## config.mk

```make
export PLATFORM = sky130hd
export DESIGN_NAME = eeprom_avs_arbiter
export DESIGN_NICKNAME = d
export VERILOG_FILES = /design/src/rtl/eeprom_avs_arbiter.sv
export SDC_FILE = /design/constraint.sdc
export NUM_CORES = 1
export LEC_CHECK = 0
export ABC_AREA = 0
export CAP_MARGIN = 40
export CORE_MARGIN = 1
export CORE_UTILIZATION = 30
export CTS_BUF_LIST = sky130_fd_sc_hd__clkbuf_2
export DETAILED_ROUTE_END_ITERATION = 8
export PLACE_DENSITY = 0.64
export SKIP_CTS_REPAIR_TIMING = 1
export SYNTH_ARGS = -nofsm -noshare
export SYNTH_HDL_FRONTEND = slang
export SYNTH_SLANG_ARGS = --single-unit
export TNS_END_PERCENT = 50
```

## constraint.sdc

```tcl
create_clock -name clk_50 -period 4.3 [get_ports clk_50]
set_input_delay 0.86 -clock clk_50 [delete_from_list [all_inputs] [get_ports clk_50]]
set_output_delay 0.86 -clock clk_50 [all_outputs]
set_load 0.03 [all_outputs]
```

## src/rtl/eeprom_avs_arbiter.sv

```systemverilog
// Round-robin two-port sequencer for the 256x32 EEPROM shadow-RAM Avalon-MM slave.
// Each single-word access is held for a fixed window, then waits (bounded) on waitrequest.
module eeprom_avs_arbiter #(
   parameter int unsigned HOLD_CYCLES    = 10,
   parameter int unsigned TIMEOUT_CYCLES = 64
) (
   input  logic        clk_50,
   input  logic        reset_n,
   input  logic        s0_req,
   input  logic        s0_we,
   input  logic [7:0]  s0_addr,
   input  logic [31:0] s0_wdata,
   output logic [31:0] s0_rdata,
   output logic        s0_ack,
   output logic        s0_err,
   input  logic        s1_req,
   input  logic        s1_we,
   input  logic [7:0]  s1_addr,
   input  logic [31:0] s1_wdata,
   output logic [31:0] s1_rdata,
   output logic        s1_ack,
   output logic        s1_err,
   output logic [7:0]  m_addr,
   output logic [31:0] m_wdata,
   output logic        m_write,
   output logic        m_read,
   input  logic [31:0] m_readdata,
   input  logic        m_waitrequest,
   output logic [1:0]  grant,
   output logic        busy
);

   typedef enum logic [2:0] {StIdle, StIssue, StHold, StWait, StDone} state_e;

   localparam logic [7:0] HoldLast    = 8'(HOLD_CYCLES - 1);
   localparam logic [7:0] TimeoutLast = 8'(TIMEOUT_CYCLES - 1);

   state_e     r_state;
   logic [7:0] r_cnt;
   logic       r_last_grant;  // 1 = port 1 was served most recently
   logic       r_we;
   logic       w_pick1;
   logic       w_owner_we;
   logic       w_finish;
   logic       w_timeout;

   always_comb begin
      w_pick1    = (s0_req && s1_req) ? ~r_last_grant : s1_req;
      w_owner_we = w_pick1 ? s1_we : s0_we;
      w_finish   = 1'b0;
      w_timeout  = 1'b0;
      if (r_state == StHold) begin
         w_finish = (r_cnt == HoldLast) && !m_waitrequest;
      end else if (r_state == StWait) begin
         w_finish  = !m_waitrequest || (r_cnt == TimeoutLast);
         w_timeout = m_waitrequest;
      end
   end

   assign busy = (r_state != StIdle);

   always_ff @(posedge clk_50 or negedge reset_n) begin
      if (!reset_n) begin
         r_state      <= StIdle;
         r_cnt        <= 8'd0;
         r_last_grant <= 1'b1;
         r_we         <= 1'b0;
         grant        <= 2'b00;
         m_addr       <= 8'd0;
         m_wdata      <= 32'd0;
         m_write      <= 1'b0;
         m_read       <= 1'b0;
         s0_rdata     <= 32'd0;
         s1_rdata     <= 32'd0;
         s0_ack       <= 1'b0;
         s1_ack       <= 1'b0;
         s0_err       <= 1'b0;
         s1_err       <= 1'b0;
      end else begin
         unique case (r_state)
            StIdle: begin
               if (s0_req || s1_req) begin
                  grant        <= w_pick1 ? 2'b10 : 2'b01;
                  r_last_grant <= w_pick1;
                  r_we         <= w_owner_we;
                  m_write      <= w_owner_we;
                  m_read       <= ~w_owner_we;
                  m_addr       <= w_pick1 ? s1_addr : s0_addr;
                  m_wdata      <= w_pick1 ? s1_wdata : s0_wdata;
                  r_state      <= StIssue;
               end
            end
            StIssue: begin
               m_write <= 1'b0;
               m_read  <= 1'b0;
               r_cnt   <= 8'd0;
               r_state <= StHold;
            end
            StHold: begin
               if (r_cnt == HoldLast) begin
                  r_cnt <= 8'd0;
                  if (m_waitrequest) r_state <= StWait;
               end else begin
                  r_cnt <= r_cnt + 8'd1;
               end
            end
            StWait: begin
               if (!w_finish) r_cnt <= r_cnt + 8'd1;
            end
            StDone: begin
               s0_ack  <= 1'b0;
               s1_ack  <= 1'b0;
               s0_err  <= 1'b0;
               s1_err  <= 1'b0;
               grant   <= 2'b00;
               r_state <= StIdle;
            end
            default: r_state <= StIdle;
         endcase

         // Completion or abort overrides the per-state next-state above.
         if (w_finish) begin
            r_state <= StDone;
            s0_ack  <= grant[0];
            s1_ack  <= grant[1];
            s0_err  <= grant[0] & w_timeout;
            s1_err  <= grant[1] & w_timeout;
            if (!r_we && !w_timeout) begin
               if (grant[1]) s1_rdata <= m_readdata;
               else          s0_rdata <= m_readdata;
            end
         end
      end
   end

endmodule

```

## Word level (Yosys, flattened, before mapping)

Index checks and enable logic that the tools add are counted.

- Flip-flop bits (word level): 125
- Input bits: 119
- Output and inout port bits: 113
- Logic and storage cells: 82

- Reductions and logical operators: 21
- Equal/unequal tests: 12
- Mux-type cells: 28
- Bitwise logic cells: 5
- $add $sub $neg: 1

Operators with widths:

| operator | number |
|---|---|
| 2-to-1 mux 32 bit | 1 |
| 2-to-1 mux 8 bit | 3 |
| one-hot mux 8 bit (3 select lines) | 1 |
| 2-to-1 mux 1 bit | 13 |
| 2-to-1 mux 3 bit | 4 |
| one-hot mux 3 bit (4 select lines) | 1 |
| adder 8 x 1 -> 8 bit, second input constant | 1 |
| == test 8 x 4 -> 1 bit, second input constant | 1 |
| == test 8 x 6 -> 1 bit, second input constant | 1 |
| AND reduction 2 bit | 4 |
| == test 3 x 2 -> 1 bit, second input constant | 2 |
| != test 2 bit, second input constant | 3 |
| != test 3 bit, second input constant | 2 |
| AND reduction 3 bit | 2 |
| nonzero test 2 bit | 3 |
| nonzero test 3 bit | 2 |
| 2-to-1 mux 2 bit | 2 |
| one-hot mux 1 bit (2 select lines) | 2 |
| one-hot mux 2 bit (2 select lines) | 1 |
| AND reduction 4 bit | 1 |
| == test 3 x 1 -> 1 bit, second input constant | 1 |
| == test 3 bit, second input constant | 1 |
| logical AND 1 bit | 3 |
| logical NOT 1 bit | 3 |
| 5 further kinds | 9 |

## Logic depth before layout (Yosys ltp)

Gate-level depths: netlist of run 1.

- Word-level depth: 6
- Mapped depth: 7
- Gate-level depth less buffers: 5

## Worst setup path after synthesis of run 1

OpenSTA, ideal clock, no wires.

- Path type: input port to flip-flop
- From: input port m_waitrequest
- To: register s1_rdata[10]
- Path slack: 1.944 ns
- Path buffers: 2
- Data required time: 4.175 ns
- Setup time: 0.125 ns
- Stages on the path: 5
- Arrival: 2.231 ns
- Cells stage by stage: or3b_1 > or4_1 > buf_2 > buf_6 > mux2_4

- Cells in the longest elaborated chain, start to end: 5
- Elaborated cells between the ends (all ways): 10
- Those cells by class: mux (4); reduce/logical (6)

Ends and longest elaborated chain:

| item | RTL line | text |
|---|---|---|
| start, declared | 28 | `input logic m_waitrequest,` |
| logical NOT 1 bit or 2-to-1 mux 1 bit (tied branches) | 53, 55, 54 |  |
| logical OR 1 bit or 2-to-1 mux 1 bit (tied branches) | 55, 52 |  |
| 2-to-1 mux 1 bit or logical NOT 1 bit (tied branches) | 54, 128 |  |
| 2-to-1 mux 1 bit or logical AND 1 bit (tied branches) | 52, 128 |  |
| AND reduction 3 bit (no source line) * | n/a |  |
| end signal, assigned | 129 | `if (grant[1]) s1_rdata <= m_readdata;` |
| end, declared | 20 | `output logic [31:0] s1_rdata,` |

Mark *: on every way between the ends. The rest lies on a longest branch, timed or not.
A chain may end at the register's enable or synchronous reset.

## Worst setup path after layout of run 1

- From: register r_state[1]
- To: output port busy

- Cells in the longest elaborated chain, start to end: 1

Ends and longest elaborated chain:

| item | RTL line | text |
|---|---|---|
| start, declared | 38 | `state_e r_state;` |
| start signal, assigned | 64 | `r_state <= StIdle;` |
| start signal, assigned | 90 | `r_state <= StIssue;` |
| start signal, assigned | 97 | `r_state <= StHold;` |
| nonzero test 3 bit | 60 | `assign busy = (r_state != StIdle);` |
| end, declared | 30 | `output logic busy` |

No other way between the ends.

==> flow_summary.json, run 1 <==
{
  "slowest_stage": "clkdlybuf4s50_1",
  "pin_count": 232,
  "rsz0062_at_grt": "false",
  "critPathArrivalTime_ps": 2390,
  "synth-seq-cells": 125,
  "hold_viol_final": 0,
  "hp-start": "s0_rdata[0]",
  "htreeDepth": 4,
  "multiInputGateArea_um2": 1860,
  "setup_tns_ps": 0,
  "drt_iter0_drc": 238,
  "status": "complete, no violations",
  "wl_per_cell_um": 17.7,
  "hold_end": "s0_rdata[0]",
  "numPortBuffers": 231,
  "critical_path_class": "reg -> out",
  "synth_nets": 508,
  "p_leak_nw": 3.64,
  "timing.hold.worst_path_depth": 1,
  "dieArea_um2": 18000,
  "synthToLayoutAreaGrowth_pct": 54.5,
  "start_util_pct": 31.2,
  "synthCells": 387,
  "hp-class": "reg -> reg",
  "placed_area_um2": 7850,
  "final.setup.worst_slack_ps": 1050,
  "synthArstFlopShare_pct": 100,
  "route.detailed.drc": 0,
  "grt_usage_pct": 17.0,
  "yosysSeqAreaShare_pct": 59.7,
  "cap_violations": 0,
  "finalSetupViolCount": 0,
  "synthFlopType": "dfrtp_1",
  "grt_pass1_wl_mm": 23.3,
  "ir_drop_uv": 359,
  "ant_nets": 0,
  "ff2ff_path_depth": 5,
  "min_period_ps": 3250,
  "die_y_um": 134,
  "path_max_fanout": 14,
  "r2r-start": "r_cnt[5]",
  "slew_headroom_pct": 51.2,
  "dp_slack_ps": 1010,
  "grt_pass1_vias": 4381,
  "worst_slew_pin_slew_ps": 729,
  "drt_pre_antenna_iters": 6,
  "gr-total-overflow": 0,
  "fmax_mhz": 308,
  "cts_buffer_depth": 2,
  "wl_mm": 15.1,
  "fin_crit_sh_pct": 75.5,
  "crit_path_max_incr_delay_ps": 620,
  "rrSetupSlack_ps": 1820,
  "coreArea_um2": 16800,
  "fillers": 1495,
  "clk_latency_ps": 690,
  "avgSynthCellArea_um2": 13.6,
  "syn_area_um2": 5250,
  "r2r_end": "s1_rdata[26]",
  "cts_root_buffer": "clkbuf_2",
  "hpwl_mm": 11.0,
  "drive_above_1_share_pct": 17.7,
  "start_kind": "flop",
  "clkTransAtPathRegs_ps": 200,
  "die_w_um": 134,
  "end_kind": "primary output",
  "synth_edf_count": 0,
  "slew_viol_final": 0,
  "cts_sinks": 125,
  "power_density_nw_per_um2": 775,
  "avgViaCountPerCell": 4.99,
  "grt_max_degree": 59,
  "gp_congestion": 0.811,
  "design_area_um2": 8100,
  "num_vias": 4269,
  "numCtsBuffers": 17,
  "fin_nets": 742,
  "core.rowCount": 47,
  "cts_tree": "yes",
  "yosys_warnings": 0,
  "required_ps": 3440,
  "ys_types": 45,
  "crit_path_cell_trace": "nor3_1 > inv_1 > clkdlybuf4s50_1",
  "antenna_found_initial": 1,
  "finalClockSkew_ps": 45.0,
  "seq_area_um2": 3130
}
-- worst max-delay path, delay by kind of cell, from the launching register on --
kind                   cells  cell delay (ps)
and+or+nand+nor            1              490
buffers and inverters      2              700
DFF                        1              550
-- routing by layer --
layer  share of wire (%)  vias up  GRT usage (%)
li1                    -     1916              -
met1                  41     2123           20.0
met2                  48      221           28.0
met3                 9.4        9           6.92
met4                0.94        0           5.81
met5                   0        -              0
-- sequential cells by signal, summed over array words and instances (netlist names), 2 cells and up --
| name | count |
|---|---|
| m_wdata | 32 |
| s0_rdata | 32 |
| s1_rdata | 32 |
| m_addr | 8 |
| r_cnt | 8 |
| r_state | 3 |
| grant | 2 |
-- worst max path at each step --
| stage | startpoint | endpoint | slack (ps) | cells after the start |
|---|---|---|---|---|
| detailed placement | m_waitrequest | s1_rdata[16] | 1010 | 5 |
| CTS | r_state[1] | busy | 950 | 3 |
| floorplan | m_waitrequest | s1_rdata[10] | 1940 | 5 |
| global route | r_state[1] | busy | 790 | 3 |
| finish | r_state[1] | busy | 1050 | 3 |
| global placement | m_waitrequest | s1_rdata[16] | 1060 | 5 |
-- per-stage QoR --
stage	power [mW]	hold slack [ps]	utilization, %	instances
CTS	6.35	-61.9	48.1	853
detailed placement	5.57	479	46.6	821
global placement	5.46	472	46.3	819
finish	6.28	516	48.2	855
floorplan	4.07	487	-	387
global route	6.64	488	48.2	855
-- area by class of cell --
cell class / instances / area share (%)
Sequential cell: 125 / 38.6
Timing Repair Buffer: 239 / 29.9
Multi-Input combinational cell: 193 / 22.9
Tap cell: 220 / 3.40
Inverter: 45 / 2.08
Clock inverter: 15 / 1.96
Clock buffer: 17 / 1.05
Antenna cell: 1 / 0.0309
-- where the power goes --
group / switching, mW / leakage [nW] / internal [mW]
Sequential: 0.377 / 1.55 / 1.72
Combinational: 1.82 / 1.94 / 1.60
Clock: 0.482 / 0.144 / 0.275
Total: 2.68 / 3.64 / 3.60
-- logic make-up after synthesis --
logic type / after synthesis / share of synthesized area, %
simple gates: 47 / 5.49
fa+ha+maj: 2 / 0.477
mux: 67 / 16.5
compound gates: 77 / 12.4
flops: 125 / 59.7
buf+inv: 69 / 5.56
-- layout by cell type (no fill, tap or decap), types with 3 or more instances in the layout --
| cell type | netlist | layout |
|---|---|---|
| a222oi_1 | 41 | 41 |
| nand2b_1 | 3 | 3 |
| mux2i_1 | 3 | 3 |
| and3_1 | 4 | 4 |
| nand4_1 | 3 | 3 |
| o21ai_0 | 6 | 6 |
| nor3_1 | 4 | 4 |
| inv_1 | 45 | 45 |
| a21o_1 | 3 | 3 |
| inv_6 | 0 | 6 |
| buf_4 | 0 | 5 |
| mux2_4 | 30 | 30 |
| clkbuf_2 | 0 | 17 |
| or3_1 | 3 | 3 |
| a21oi_1 | 8 | 7 |
| dfrtp_1 | 124 | 124 |
| or4_1 | 4 | 3 |
| nand2_1 | 10 | 10 |
| nor2_1 | 6 | 6 |
| mux2_2 | 33 | 33 |
| o31ai_1 | 3 | 3 |
| clkdlybuf4s50_1 | 0 | 230 |
-- Yosys cell counts, types with 2 or more instances --
cell type	number	area, um2
o31ai_1	3	22.5
nand2b_1	3	18.8
mux2_2	33	372
o21ai_1	2	10.0
a31o_2	2	17.5
nand2_1	10	37.5
buf_2	8	40.0
clkbuf_1	13	48.8
a21o_1	3	22.5
dfrtp_1	124	3100
or3_1	3	18.8
a22o_1	2	17.5
nor3b_1	2	15.0
o21ai_0	6	30.0
mux2_4	30	450
buf_6	3	33.8
nand4_1	3	18.8
a31oi_1	2	12.5
ha_1	2	25.0
a21oi_1	8	40.0
nor3_1	4	20.0
and3_1	4	25.0
mux2i_1	3	30.0
inv_1	45	169
a222oi_1	41	410
nor2_1	6	22.5
or4_1	4	30.0
Note: power is estimated with default switching activity, not from simulation.
==> run 2, diff against run 1 <==
==> constraint.sdc (replaced) <==
create_clock -name clk_50 -period 3.4 [get_ports clk_50]
set_input_delay 0.68 -clock clk_50 [delete_from_list [all_inputs] [get_ports clk_50]]
set_output_delay 0.68 -clock clk_50 [all_outputs]
set_load 0.03 [all_outputs]
==> flow_summary.json, run 2 (synthesis results as in run 1) <==
{
  "hold_viol_final": 0,
  "fillers": 1495,
  "reg.largest.list": "m_wdata (32), s0_rdata (32), s1_rdata (32)",
  "numCtsBuffers": 17,
  "seq_area_um2": 3130,
  "wl_mm": 14.4,
  "htreeDepth": 4,
  "route.detailed.drc": 0,
  "die_y_um": 134,
  "cts_buffer_depth": 2,
  "pin_count": 232,
  "slew_viol_final": 0,
  "rsz0062_at_grt": "false",
  "synthToLayoutAreaGrowth_pct": 54.1,
  "slowest_stage": "clkdlybuf4s50_1",
  "antenna_found_initial": 2,
  "crit_path_cell_trace": "nor3_1 > inv_1 > clkdlybuf4s50_1",
  "drt_iter0_drc": 316,
  "dieArea_um2": 18000,
  "fmax_mhz": 323,
  "numPortBuffers": 231,
  "gr-total-overflow": 0,
  "critPathBufInv": 2,
  "cp_top_family": "buffers and inverters",
  "end_kind": "primary output",
  "path_max_fanout": 14,
  "cts_tree": "yes",
  "setup_tns_ps": 0,
  "power_density_nw_per_um2": 970,
  "grt_usage_pct": 16.4,
  "coreArea_um2": 16800,
  "critical_path_class": "reg -> out",
  "ir_drop_uv": 504,
  "ant_nets": 0,
  "p_leak_nw": 3.63,
  "start_util_pct": 31.2,
  "grt_pass1_wl_mm": 22.7,
  "status": "complete, no violations",
  "drive_above_1_share_pct": 18.1,
  "wl_per_cell_um": 16.7,
  "final_cell_mix": "clkdlybuf4s50_1 (230), dfrtp_1 (124), inv_1 (45)",
  "grt_pass1_vias": 4393,
  "fin_crit_sh_pct": 91.0,
  "crit_path_max_incr_delay_ps": 620,
  "hp-class": "reg -> reg",
  "critPathArrivalTime_ps": 2410,
  "gp_congestion": 0.830,
  "final_common_cell": "clkdlybuf4s50_1",
  "worst_slew_pin_slew_ps": 661,
  "cts_root_buffer": "clkbuf_2",
  "num_vias": 4233,
  "cts_sinks": 125,
  "slew_headroom_pct": 56.0,
  "start_kind": "flop",
  "required_ps": 2720,
  "finalClockSkew_ps": 26.1,
  "grt_max_degree": 50,
  "min_period_ps": 3090,
  "cap_violations": 0,
  "fin_nets": 745,
  "holdWs_ps": 523,
  "die_w_um": 134,
  "multiInputGateArea_um2": 1860,
  "finalSetupViolCount": 0,
  "clk_latency_ps": 660,
  "drt_pre_antenna_iters": 9,
  "hpwl_mm": 10.5,
  "avgViaCountPerCell": 4.93,
  "core.rowCount": 47,
  "clkTransAtPathRegs_ps": 190
}
[run 2: cell types whose count changed in the layout (fill, tap and decap cells not counted), moves of 2 or more]
cell,delta
clkinv_2,-2
clkinvlp_4,+2
buf_16,-2
inv_6,-2
buf_4,+4
[run 2: final timing paths]
kind | endpoint | start | cells past startpoint | slack (ps)
min | s0_rdata[0] | s0_rdata[0] | 1 | 520
max reg2reg | s1_rdata[28] | r_state[1] | 4 | 890
max | busy | r_state[1] | 3 | 310
min reg2reg | s0_rdata[0] | s0_rdata[0] | 1 | 520
max in group asynchronous | m_wdata[20] | reset_n | 3 | 2010
min in group asynchronous | s1_rdata[24] | reset_n | 2 | 550
[run 2: metal layers]
metal,share of wire [%],track usage (%),vias up
li1,-,-,1930
met1,42,20.2,2057
met2,47,26.0,233
met3,9.4,6.27,13
met4,1.7,5.99,0
met5,0,0,-
[run 2: area by class of cell]
type / instances / share of cell area, %
clock inverter: 14 / 1.69
sequential: 125 / 38.7
antenna: 2 / 0.0619
multi-input combinational: 193 / 23.0
inverter: 45 / 2.09
clock buffer: 18 / 1.11
timing repair buffer: 242 / 29.9
tap: 220 / 3.41
[run 2: where the power goes]
part | switching (mW) | internal (mW)
Clock | 0.606 | 0.280
Combinational | 2.29 | 2.01
Sequential | 0.471 | 2.18
[run 2: stage by stage]
step	total power, mW	utilization, %	cells	cell area [um2]	setup slack [ps]
2_1_floorplan	5.15	-	387	5250	1220
3_3_place_gp	6.91	46.6	824	7840	400
3_5_place_dp	7.01	46.6	824	7840	379
4_1_cts	7.93	48.0	856	8070	189
5_1_grt	8.30	48.1	859	8080	68.8
6_report	7.84	48.1	859	8080	308
[run 2: worst register-to-register path: cells and delay by family, from the launching register on]
kind	cells	cell delay, ps
buffers and inverters	1	260
DFF	1	610
muxes	1	330
and+or+nand+nor	2	1220
==> run 3, diff against run 2 <==
--- a/config.mk
+++ b/config.mk
@@ -7,11 +7,13 @@
 export LEC_CHECK = 0
 export ABC_AREA = 0
 export CAP_MARGIN = 40
+export CELL_PAD_IN_SITES_DETAIL_PLACEMENT = 1
+export CELL_PAD_IN_SITES_GLOBAL_PLACEMENT = 1
 export CORE_MARGIN = 1
 export CORE_UTILIZATION = 30
 export CTS_BUF_LIST = sky130_fd_sc_hd__clkbuf_2
 export DETAILED_ROUTE_END_ITERATION = 8
-export PLACE_DENSITY = 0.64
+export PLACE_DENSITY = 0.78
 export SKIP_CTS_REPAIR_TIMING = 1
 export SYNTH_ARGS = -nofsm -noshare
 export SYNTH_HDL_FRONTEND = slang
==> flow_summary.json, run 3 (synthesis results as in run 1) <==
{
  "die_w_um": 134,
  "power_density_nw_per_um2": 987,
  "p_seq_share_pct": 33.5,
  "r2r_end": "s1_rdata[24]",
  "numCtsBuffers": 17,
  "min_period_ps": 3010,
  "seq_area_um2": 3130,
  "clkTransAtPathRegs_ps": 240,
  "holdWs_ps": 515,
  "antenna_found_initial": 1,
  "route.detailed.drc": 0,
  "fin_nets": 744,
  "hp-class": "in -> async",
  "critPathBufInv": 2,
  "fillers": 1766,
  "wl_mm": 16.0,
  "fin_crit_sh_pct": 88.5,
  "core.rowCount": 47,
  "worst_slew_pin_slew_ps": 710,
  "cap_violations": 0,
  "start_util_pct": 31.2,
  "crit_path_max_incr_delay_ps": 620,
  "slew_headroom_pct": 52.7,
  "critical_path_class": "reg -> out",
  "gp_congestion": 0.801,
  "p_int_mw": 4.55,
  "htreeDepth": 4,
  "start_kind": "flop",
  "p_sw_share_pct": 43.1,
  "p_sw_mw": 3.45,
  "numPortBuffers": 231,
  "hold_viol_final": 0,
  "synthToLayoutAreaGrowth_pct": 54.5,
  "finalSetupViolCount": 0,
  "rsz0062_at_grt": "false",
  "dieArea_um2": 18000,
  "wl_per_cell_um": 18.7,
  "die_y_um": 134,
  "crit_path_cell_trace": "nor3_2 > inv_1 > clkdlybuf4s50_1",
  "pin_count": 232,
  "rrSetupSlack_ps": 920,
  "drt_pre_antenna_iters": 8,
  "final_common_cell": "clkdlybuf4s50_1",
  "setup_tns_ps": 0,
  "ir_drop_uv": 505,
  "ant_nets": 0,
  "path_max_fanout": 14,
  "slew_viol_final": 0,
  "ff2ff_path_depth": 5,
  "clk_latency_ps": 710,
  "grt_pass1_wl_mm": 25.7,
  "cts_buffer_depth": 2,
  "clock_power_share_pct": 12.1,
  "drive_above_1_share_pct": 18.2,
  "num_vias": 4329,
  "grt_usage_pct": 18.5,
  "combPwrFrac_pct": 54.4,
  "grt_pass1_vias": 4787,
  "status": "complete, no violations",
  "cts_sinks": 125,
  "final_cell_mix": "clkdlybuf4s50_1 (230), dfrtp_1 (124), inv_1 (45)",
  "fmax_mhz": 333,
  "coreArea_um2": 16800,
  "end_kind": "primary output",
  "gr-total-overflow": 0,
  "grt_max_degree": 74,
  "critPathArrivalTime_ps": 2330,
  "finalClockSkew_ps": 50.3,
  "cts_tree": "yes",
  "avgViaCountPerCell": 5.05,
  "drt_iter0_drc": 210,
  "reg.largest.list": "m_wdata (32), s0_rdata (32), s1_rdata (32)",
  "p_leak_nw": 3.64,
  "r2r-start": "r_cnt[5]",
  "hpwl_mm": 11.9,
  "cp_top_family": "buffers and inverters",
  "required_ps": 2720,
  "multiInputGateArea_um2": 1860,
  "slowest_stage": "clkdlybuf4s50_1",
  "cts_root_buffer": "clkbuf_2"
}
-- run 3: cell count changes in the layout (fill, tap and decap cells not counted), sizes merged --
cell / before / now
buf: 11 / 10
clkinv: 4 / 6
bufinv: 1 / 2
diode: 2 / 1
clkinvlp: 4 / 2
inv: 50 / 49
-- run 3: power groups by stage --
stage	clock network, mW	registers, mW	logic (mW)
6_report	0.965	2.68	4.35
5_1_grt	1.08	2.78	4.61
4_1_cts	1.02	2.69	4.39
3_5_place_dp	0	2.72	4.38
3_3_place_gp	0	2.67	4.26
2_1_floorplan	0	3.84	1.31
-- run 3: worst reg2reg max path, delay by kind of cell (launching register included) --
| family | cells | cell delay, ps |
|---|---|---|
| muxes | 1 | 350 |
| DFF | 1 | 480 |
| buffers and inverters | 1 | 300 |
| AOI/OAI and AO/OA | 1 | 220 |
| and+or+nand+nor | 2 | 1020 |
-- run 3: area by class of cell --
class / count / share of cell area, %
Sequential cell: 125 / 38.6
Timing Repair Buffer: 241 / 29.8
Multi-Input combinational cell: 193 / 23.0
Tap cell: 220 / 3.40
Inverter: 45 / 2.08
Clock inverter: 14 / 1.99
Clock buffer: 18 / 1.11
Antenna cell: 1 / 0.0309
-- run 3: metrics by stage --
| stage | cell area [um2] | utilization, % | power, mW | std cells | setup slack, ps |
|---|---|---|---|---|---|
| after floorplan | 5250 | - | 5.15 | 387 | 1220 |
| after global placement | 7830 | 46.6 | 6.93 | 823 | 364 |
| after detailed placement | 7830 | 46.6 | 7.10 | 823 | 338 |
| after CTS | 8080 | 48.1 | 8.10 | 855 | 123 |
| after global routing | 8100 | 48.2 | 8.46 | 857 | 175 |
| final | 8100 | 48.2 | 8.00 | 857 | 393 |
-- run 3: how the worst max path moves through the flow --
stage,from,end,depth (start not counted)
final,r_state[1],busy,3
after global routing,r_state[1],busy,3
after CTS,r_state[1],busy,3
after detailed placement,m_waitrequest,s1_rdata[29],5
after global placement,m_waitrequest,s1_rdata[24],5
after floorplan,m_waitrequest,s1_rdata[10],5
-- run 3: layer usage --
layer,GRT usage [%],vias up,routed length [um]
met1,21.2,2174,6250
met3,7.37,21,1600
met5,0,-,0
li1,-,1931,-
met4,7.68,0,341
met2,30.7,203,7790
